`src/rtl/buzzer_sched.sv`:
```
// Fixed-priority sharing of one tone generator between reverse beep, horn and alarm,
// with per-source tone sequencing (steady, on/off, two-tone). All outputs registered.
module buzzer_sched #(
    parameter int unsigned TICK_DIV         = 1000000,
    parameter logic [21:0] HORN_DIV         = 22'd113635,
    parameter logic [21:0] BEEP_DIV         = 22'd49999,
    parameter logic [21:0] ALARM_HI_DIV     = 22'd56817,
    parameter logic [21:0] ALARM_LO_DIV     = 22'd113635,
    parameter logic [7:0]  BEEP_ON_TICKS    = 8'd30,
    parameter logic [7:0]  BEEP_OFF_TICKS   = 8'd30,
    parameter logic [7:0]  ALARM_STEP_TICKS = 8'd25
) (
    input  logic        clk,
    input  logic        rst_n,
    input  logic [2:0]  req,
    output logic [2:0]  grant,
    output logic [21:0] note_div,
    output logic        mute,
    output logic        active
);

    typedef enum logic [2:0] {
        S_IDLE,
        S_HORN,
        S_BEEP_ON,
        S_BEEP_OFF,
        S_ALARM_HI,
        S_ALARM_LO
    } state_t;

    localparam logic [23:0] TICK_LAST = 24'(TICK_DIV - 1);

    state_t      state_q, state_d;
    logic [23:0] tick_q, tick_d;
    logic [7:0]  phase_q, phase_d;
    logic [2:0]  win;
    logic [7:0]  phase_len;
    logic        tick;
    logic [21:0] div_d;
    logic        mute_d;

    always_comb begin
        if (req[2])      win = 3'b100;
        else if (req[1]) win = 3'b010;
        else if (req[0]) win = 3'b001;
        else             win = 3'b000;
    end

    always_comb begin
        case (state_q)
            S_BEEP_ON:              phase_len = BEEP_ON_TICKS;
            S_BEEP_OFF:             phase_len = BEEP_OFF_TICKS;
            S_ALARM_HI, S_ALARM_LO: phase_len = ALARM_STEP_TICKS;
            default:                phase_len = 8'd0;
        endcase
    end

    assign tick = (tick_q == TICK_LAST);

    // NOTE: every signal driven here gets a default first, so no path can infer a latch.
    always_comb begin
        state_d = state_q;
        tick_d  = tick_q;
        phase_d = phase_q;
        if (win != grant) begin
            // New owner (or release to idle): the pattern always starts from its first phase.
            tick_d  = '0;
            phase_d = '0;
            case (win)
                3'b100:  state_d = S_ALARM_HI;
                3'b010:  state_d = S_HORN;
                3'b001:  state_d = S_BEEP_ON;
                default: state_d = S_IDLE;
            endcase
        end else if (phase_len != 8'd0) begin
            tick_d = tick ? '0 : tick_q + 24'd1;
            if (tick) begin
                if (phase_q == phase_len - 8'd1) begin
                    phase_d = '0;
                    case (state_q)
                        S_BEEP_ON:  state_d = S_BEEP_OFF;
                        S_BEEP_OFF: state_d = S_BEEP_ON;
                        S_ALARM_HI: state_d = S_ALARM_LO;
                        S_ALARM_LO: state_d = S_ALARM_HI;
                        default:    state_d = state_q;
                    endcase
                end else begin
                    phase_d = phase_q + 8'd1;
                end
            end
        end
    end

    always_comb begin
        div_d  = '0;
        mute_d = 1'b1;
        case (state_d)
            S_HORN:     begin div_d = HORN_DIV;     mute_d = 1'b0; end
            S_BEEP_ON:  begin div_d = BEEP_DIV;     mute_d = 1'b0; end
            S_ALARM_HI: begin div_d = ALARM_HI_DIV; mute_d = 1'b0; end
            S_ALARM_LO: begin div_d = ALARM_LO_DIV; mute_d = 1'b0; end
            default:    begin div_d = '0;           mute_d = 1'b1; end
        endcase
    end

    // NOTE: state and outputs use non-blocking assignments so all flops update together.
    always_ff @(posedge clk or negedge rst_n) begin
        if (!rst_n) begin
            state_q  <= S_IDLE;
            tick_q   <= '0;
            phase_q  <= '0;
            grant    <= '0;
            note_div <= '0;
            mute     <= 1'b1;
            active   <= 1'b0;
        end else begin
            state_q  <= state_d;
            tick_q   <= tick_d;
            phase_q  <= phase_d;
            grant    <= win;
            note_div <= div_d;
            mute     <= mute_d;
            active   <= |win;
        end
    end

endmodule

```
`config.mk`:
```
export PLATFORM = sky130hd
export DESIGN_NAME = buzzer_sched
export DESIGN_NICKNAME = d
export VERILOG_FILES = /design/src/rtl/buzzer_sched.sv
export SDC_FILE = /design/constraint.sdc
export NUM_CORES = 1
export LEC_CHECK = 0
export CAP_MARGIN = 20
export CORE_AREA = 2 2 84 86
export DETAILED_ROUTE_END_ITERATION = 7
export DIE_AREA = 0 0 86 88
export PLACE_DENSITY = 0.73
export RECOVER_POWER = 25
export REMOVE_ABC_BUFFERS = 1
export SYNTH_ARGS = -nofsm -noshare
export SYNTH_HDL_FRONTEND = slang
export SYNTH_SLANG_ARGS = --single-unit
```
`constraint.sdc`:
```
create_clock -name clk -period 2.6 [get_ports clk]
set_input_delay 0.52 -clock clk [delete_from_list [all_inputs] [get_ports clk]]
set_output_delay 0.52 -clock clk [all_outputs]
set_load 0.02 [all_outputs]
```
======== After elaboration in Yosys (flattened, before gate mapping) ========
Index checks and enable logic that the tools add are counted.
storage, ports and cells
  flip-flop bits (word level) ............. 62
cells by class
  multiplexer cells ....................... 19
  reduce and logical (&&, ||, !) cells .... 9
  eq/ne operators ......................... 14
  add/sub/neg operators ................... 3
operator list
  kind                     number
  $mux W24                 3
  $pmux W17 S3             1
  $mux W8                  4
  $add A24 B1 Y24 const B  1
  $eq A24 B20 Y1 const B   1
  $eq A3 B3 Y1 const B     5
  $mux W3                  5
  $eq A3 B2 Y1 const B     4
  $pmux W3 S4              1
  $pmux W5 S2              1
  $pmux W3 S3              1
  $add A8 B1 Y8 const B    1
  $eq A8 B8 Y1             1
  $reduce_bool A8 Y1       1
  $sub A8 B1 Y8 const B    1
  $eq A3 B1 Y1 const B     2
  $reduce_or A2 Y1         3
  $reduce_bool A2 Y1       2
  $reduce_or A4 Y1         1
  $ne A3 B3 Y1             1
  $reduce_or A3 Y1         1
  $mux W1                  2
  $mux W2                  1
  $reduce_and A2 Y1        1

======== Longest topological paths before layout ========
Gate-level depths: netlist (run 1).
  word-level depth ........................ 12
  depth in mapped cells ................... 10
  mapped depth without buffers ............ 9

======== Least setup slack after synthesis (run 1) ========
Ideal clock, no wire load.
  path kind ............................... register to register
  start ................................... register state_q[1]
  end ..................................... register mute
  period minus slack after synthesis ...... 2,690 ps
  arrival time ............................ 2,608 ps
  stages on the path, launching flop included .. 10
  setup slack ............................. -90 ps
  cell sequence ........................... dfrtp_1 -> nor2b_1 -> inv_1 -> ha_1 -> buf_6 -> or4_4 -> a211oi_4 -> nand4b_1 -> a31o_2 -> mux2_4
on the way
  word-level cells in the longest chain between the ends .. 12
  elaborated cells between the ends (all ways) .. 21
ends and longest elaborated chain
  item                                          line    RTL
  start: declaration                            33      state_t state_q, state_d;
  start signal: assignment                      117     state_q <= state_d;
  $eq A3 B3 Y1 or $eq A3 B2 Y1 (tied branches)  50, 80
  $reduce_or A2 Y1 (on tied branches)           --
  $pmux W5 S2                                   50      case (state_q)
  $sub A8 B1 Y8                                 78      if (phase_q == phase_len - 8'd1) begin
  $eq A8 B8 Y1                                  78
  $mux W3                                       78
  $mux W3                                       77      if (tick) begin
  $mux W3 (*)                                   75      end else if (phase_len != 8'd0) begin
  $mux W3 (*)                                   65      if (win != grant) begin
  $eq A3 B3 Y1 (tied with other cells)          97      case (state_d)
  $reduce_or A4 Y1 (no line) (*)                --
  $mux W1 (*)                                   97
  net mute_d                                    40      logic mute_d;
  end signal: assignment                        122     mute <= mute_d;
  end: declaration                              18      output logic mute,
The timed path passes the listed nets; every way through them passes the cells marked *.
A chain may end at the register's enable or synchronous reset.

======== Final worst setup path (run 1) ========
Same ends and word-level chain as after synthesis.

==> results of run 1 <==
## flip-flops by register name (all words and copies together) (netlist names)
signal and cells:
tick_q 24, phase_q 8, note_div 7, grant 3, state_q 3, active 1
mute 1
## where the power goes
part / switching, mW / internal [mW] / leakage [nW] / total [mW]
clock: 0.265 / 0.292 / 0.0587 / 0.557
combinational: 0.169 / 0.135 / 0.626 / 0.303
sequential: 0.0182 / 0.756 / 0.628 / 0.775
## layer usage
| layer | share of wire | routed length [um] | up-vias |
|---|---|---|---|
| met5 | 0 | 0 | - |
| met4 | 0.025 | 135 | 0 |
| met3 | 0.046 | 252 | 13 |
| met2 | 0.48 | 2600 | 52 |
| met1 | 0.45 | 2480 | 999 |
| li1 | - | - | 993 |
## worst max-delay path, cell delays in order, from the launching register on
cell	delay [ps]
dfrtp_1	410
buf_4	150
nand2b_1	80
ha_2	190
or4_4	540
a211oi_4	330
nand4b_1	140
a31o_2	330
mux2_4	300
## area by class of cell
cell class | count | area (um^2) | area share
well taps | 80 | 100 | 0.0327
multi-input cells | 196 | 1240 | 0.407
clock buffers | 5 | 68.8 | 0.0225
clock inverters | 3 | 47.5 | 0.0155
flip-flops and latches | 47 | 1180 | 0.385
repair buffers | 44 | 400 | 0.131
inverters | 6 | 22.5 | 0.00736
## repair_timing
action                                  CTS  global route
pin swaps                                 1             3
hold endpoints to repair                  0             0
hold buffers                              0             0
endpoints found under the setup margin    1             6
buffers inserted                          0             2
gates resized for setup                   0             3
## kinds of logic (layout without fill, tap and decap cells)
kind of cell | Yosys count | count (layout) | share of synthesized area
XOR/XNOR | 21 | 21 | 0.0716
other | 1 | 5 | 0.00146
AND/OR/NAND/NOR | 122 | 122 | 0.256
flip-flops | 47 | 47 | 0.459
multiplexers | 7 | 7 | 0.0302
adder cells (fa/ha/maj) | 4 | 4 | 0.0195
buffers and inverters | 28 | 58 | 0.0663
AO/OA/AOI/OAI | 37 | 37 | 0.0960
## per-stage QoR
stage / TNS (ps) / utilization / setup WS [ps]
2_1_floorplan: -96.1 / - / -96.1
3_3_place_gp: 0 / 0.440 / 96.2
3_5_place_dp: 0 / 0.440 / 9.97
4_1_cts: 0 / 0.457 / 28.8
5_1_grt: -15.4 / 0.461 / -15.4
6_report: 0 / 0.461 / 73.1
## cell usage after synthesis (all sizes together), types with 2 or more instances
cell and count:
or4 3, buf 17, mux2i 4, and2 4
nand2 22, and4 2, dfrtp 46, ha 4
xnor2 15, and3 5, nand3 13, a21o 3
nor2 29, a21oi 10, xor2 6, nor4 15
o21ai 11, inv 6, nand4b 2, nor2b 2
nor3 7, o22ai 2, a22o 5, mux2 3
nand4 7, nand2b 2, clkbuf 5, or3 6
## path summary, 6_finish.rpt
path | start | to | slack, ps
max | state_q[1] | mute | 70
min | rst_n | tick_q[3] | 510
max reg2reg | state_q[1] | mute | 70
min reg2reg | tick_q[23] | tick_q[23] | 520
max in group asynchronous | rst_n | tick_q[10] | 1370
min in group clk | tick_q[23] | tick_q[23] | 520
==> flow_metrics.env, run 1 <==
export IMPL_outcome="completed"
export IMPL_grt_overflow=0
export IMPL_arrival_ps=2780
export IMPL_hold_viol_final=0
export IMPL_area_delta_synth_final_pct=19.2
export IMPL_async_flop_share=1.00
export IMPL_core_um2=6640
export IMPL_use_met1=0.200
export IMPL_placementRows=30
export IMPL_crit_fanout=6
export IMPL_post_route_period_util=0.972
export IMPL_yosys_area_top_type="dfrtp_1"
export IMPL_synth_top_area_frac=0.448
export IMPL_post_dp_cell_area_um2=2920
export IMPL_drc_errors=0
export IMPL_hold_path_class="in -> async"
export IMPL_wire_per_inst_um=14.4
export IMPL_ioPinCount=32
export IMPL_routed_wl_mm=5.47
export IMPL_setup_violations=0
export IMPL_drt_first_pass_iters=4
export IMPL_clock_path_buffers=2
export IMPL_startpoint_type="flip-flop"
export IMPL_grt_pass1_vias=1909
export IMPL_htreeDepth=2
export IMPL_fill_cells=603
export IMPL_p_leak_nw=1.31
export IMPL_antenna_found_initial=0
export IMPL_synth_cell_type_count=43
export IMPL_root_buffer="clkbuf_8"
export IMPL_vias_per_cell=5.40
export IMPL_insertion_delay_ps=310
export IMPL_worstPathRequired_ps=2850
export IMPL_grt_pass1_wl_mm=9.08
export IMPL_syn_inst=267
export IMPL_dieArea_um2=7570
export IMPL_grt_most_used_layer="met2"
export IMPL_drt_iter0_markers=104
export IMPL_portBuffers=26
export IMPL_avgSynthCellArea_um2=9.62
export IMPL_start_util=0.386
export IMPL_max_cap_violations=0
export IMPL_met2_usage=0.251
export IMPL_ant_nets=0
export IMPL_die_y_um=88
export IMPL_ir_worst_vdd_mv=0.336
export IMPL_cts_tree="built"
export IMPL_max_freq_mhz=396
export IMPL_max_slew_margin=0.229
export IMPL_fin_hold_ws_ps=513
export IMPL_placed_cells=371
export IMPL_fin_area_um2=3060
export IMPL_fin_cells=381
export IMPL_ys_seq_elements=47
export IMPL_met3_usage=0.0311
export IMPL_grt_util_all_layers=0.154
export IMPL_die_w_um=86
export IMPL_routabilityCongestion=0.842
export IMPL_reg2reg_depth=8
export IMPL_worstMarginPinSlew_ps=1160
export IMPL_power_total_mw=1.63
export IMPL_fin_nets=309
export IMPL_ys_flop_type="dfrtp_1"
export IMPL_vias=2057
export IMPL_drv_slew=0
export IMPL_grt_start_max_net_pins=48
export IMPL_syn_area_um2=2570
export IMPL_cts_buffers=5
export IMPL_synth_seq_area_share=0.459
export IMPL_synth_warnings=0
export IMPL_period_minus_slack_ps=2530
export IMPL_criticalPathCategory="reg -> reg"
export IMPL_clock_sinks=47
export IMPL_dp_hpwl_mm=3.95
export IMPL_endpoint_kind="flip-flop"
export IMPL_synth_edf_count=0
export IMPL_p_per_area_nw_per_um2=534
export IMPL_drive_gt1_frac=0.133
export IMPL_n_antenna_cell=0
export IMPL_final_common_cell="dfrtp_1"
export IMPL_fin_skew_ps=13.6
export IMPL_cts_reportedPaths_clkPinSlew_ps=100
export IMPL_synth_area_leaders="dfrtp_1 45%, xnor2_1 5.1%, buf_4 4.4%"
export IMPL_layout_common_cells="46 x dfrtp_1, 29 x nor2_1, 25 x clkdlybuf4s50_1, 22 x nand2_1, 16 x buf_4"
Power figures use the tool's default switching activity.
==> inputs of run 2 (changes only) <==
--- a/config.mk
+++ b/config.mk
@@ -6,10 +6,10 @@
 export NUM_CORES = 1
 export LEC_CHECK = 0
 export CAP_MARGIN = 20
-export CORE_AREA = 2 2 84 86
+export CORE_AREA = 2 2 79 81
 export DETAILED_ROUTE_END_ITERATION = 7
-export DIE_AREA = 0 0 86 88
-export PLACE_DENSITY = 0.73
+export DIE_AREA = 0 0 81 83
+export PLACE_DENSITY = 0.77
 export RECOVER_POWER = 25
 export REMOVE_ABC_BUFFERS = 1
 export SYNTH_ARGS = -nofsm -noshare
==> constraint.sdc (replaced) <==
create_clock -name clk -period 3.2 [get_ports clk]
set_input_delay 0.64 -clock clk [delete_from_list [all_inputs] [get_ports clk]]
set_output_delay 0.64 -clock clk [all_outputs]
set_load 0.02 [all_outputs]
==> run 2 against run 1 <==
Core utilization increased by 4.8 points. Clock power down 7.2%. Sequential cell count unchanged. Final area shrank 3.3%. Hold slack worse by 34 ps. Combinational power shrank 25%. Sequential power down 19%. Sequential share of layout area up 1.3 points. Worst setup slack improved by 280 ps. Wire length fell by 5.8%. Via count down 2.4%. Critical endpoint unchanged.
==> flow_metrics.env, run 2 (synthesized netlist as in run 1, its figures left out) <==
export IMPL_antenna_found_initial=0
export IMPL_grt_util_all_layers=0.164
export IMPL_outcome="completed"
export IMPL_postLayoutCoreUtil=0.509
export IMPL_endpoint_kind="flip-flop"
export IMPL_core_um2=5820
export IMPL_portBuffers=26
export IMPL_reg2reg_depth=8
export IMPL_grt_setup_unrepaired="no"
export IMPL_n_antenna_cell=0
export IMPL_ant_nets=0
export IMPL_drc_errors=0
export IMPL_ioPinCount=32
export IMPL_drive_gt1_frac=0.0830
export IMPL_grt_overflow=0
export IMPL_tns_ps=0
export IMPL_placed_cells=355
export IMPL_startpoint_type="flip-flop"
export IMPL_drt_iter0_markers=155
export IMPL_setup_violations=0
export IMPL_min_to="tick_q[23]"
export IMPL_fin_hold_ws_ps=479
export IMPL_dieArea_um2=6720
export IMPL_hold_path_class="reg -> reg"
export IMPL_area_delta_synth_final_pct=15.3
export IMPL_hold_viol_final=0
export IMPL_placementRows=28
export IMPL_insertion_delay_ps=300
export IMPL_wire_per_inst_um=14.2
export IMPL_post_route_period_util=0.888
export IMPL_fin_nets=297
export IMPL_final_common_cell="dfrtp_1"
export IMPL_p_leak_nw=1.24
export IMPL_cts_tree="built"
export IMPL_grt_pass1_vias=1973
export IMPL_fin_cells=364
export IMPL_regToRegSetupSlack_ps=360
export IMPL_largest_reg_flops=24
export IMPL_regMostFlops="tick_q"
export IMPL_hold_depth=1
export IMPL_max_cap_violations=0
export IMPL_r2r_start="state_q[1]"
export IMPL_cts_reportedPaths_clkPinSlew_ps=90
export IMPL_die_w_um=81
export IMPL_die_y_um=83
export IMPL_clock_path_buffers=2
export IMPL_start_util=0.441
export IMPL_hold_start="tick_q[23]"
export IMPL_worstMarginPinSlew_ps=1310
export IMPL_max_freq_mhz=352
export IMPL_arrival_ps=3080
export IMPL_fill_cells=560
export IMPL_dp_hpwl_mm=3.63
export IMPL_max_slew_margin=0.124
export IMPL_grt_pass1_wl_mm=8.81
export IMPL_layout_common_cells="46 x dfrtp_1, 29 x nor2_1, 25 x clkdlybuf4s50_1, 22 x nand2_1, 15 x xnor2_1"
export IMPL_worstPathRequired_ps=3440
export IMPL_cts_setup_buffers=0
export IMPL_drt_first_pass_iters=5
export IMPL_cts_buffers=5
export IMPL_root_buffer="clkbuf_8"
export IMPL_reg_top3="tick_q: 24 flops, phase_q: 8 flops, note_div: 7 flops"
export IMPL_clock_sinks=47
export IMPL_period_minus_slack_ps=2840
export IMPL_post_dp_cell_area_um2=2820
export IMPL_routabilityCongestion=0.876
export IMPL_crit_fanout=6
export IMPL_worstReg2RegEnd="mute"
export IMPL_vias_per_cell=5.52
export IMPL_routed_wl_mm=5.16
export IMPL_htreeDepth=2
export IMPL_vias=2008
export IMPL_ir_worst_vdd_mv=0.218
export IMPL_fin_skew_ps=5.98
export IMPL_drv_slew=0
export IMPL_fin_area_um2=2960
export IMPL_criticalPathCategory="reg -> reg"
export IMPL_grt_start_max_net_pins=48
export IMPL_p_per_area_nw_per_um2=464
export IMPL_holdBufCountCts=0
export IMPL_ctsResizeCount=0
run 2: per-stage QoR:
step | worst slack, ps | power, mW
2_1_floorplan | 504 | 0.760
6_report | 357 | 1.37
5_1_grt | 239 | 1.44
3_5_place_dp | 374 | 0.869
4_1_cts | 375 | 1.39
3_3_place_gp | 424 | 0.865
run 2: report_power, final:
group / leakage, nW / internal, mW / total [mW] / switching [mW]
Combinational: 0.553 / 0.0958 / 0.228 / 0.132
Clock: 0.0644 / 0.311 / 0.517 / 0.206
Sequential: 0.628 / 0.615 / 0.629 / 0.0148
Total: 1.24 / 1.02 / 1.37 / 0.353
run 2: critical path, cell delays in order, from the launching register on:
cell,delay [ps]
dfrtp_1,410
nor2b_1,340
inv_1,110
ha_1,230
or4_4,540
a211oi_4,360
nand4b_1,140
a31o_2,330
mux2_4,310
run 2: routing by layer:
layer,global-route usage,vias to the layer above,share of wire,wire (um)
li1,-,975,-,-
met1,0.222,979,0.47,2440
met2,0.264,50,0.47,2430
met3,0.0391,4,0.048,249
met4,0.0416,0,0.0070,36
met5,0,-,0,0
run 2: worst max-delay path by stage:
stage / endpoint / slack, ps / start / depth (start not counted)
floorplan: mute / 500 / state_q[1] / 8
global placement: mute / 420 / state_q[1] / 8
detailed placement: tick_q[16] / 370 / req[2] / 7
CTS: mute / 380 / state_q[1] / 8
global route: mute / 240 / state_q[1] / 8
finish: mute / 360 / state_q[1] / 8
run 2: area by class of cell:
cell class | instances | area [um^2] | share of cell area
inverter | 6 | 22.5 | 0.00761
clock buffer | 5 | 68.8 | 0.0232
clock inverter | 3 | 67.6 | 0.0228
timing repair buffer | 32 | 295 | 0.0997
sequential | 47 | 1180 | 0.398
multi-input combinational | 196 | 1230 | 0.417
tap | 75 | 93.8 | 0.0317
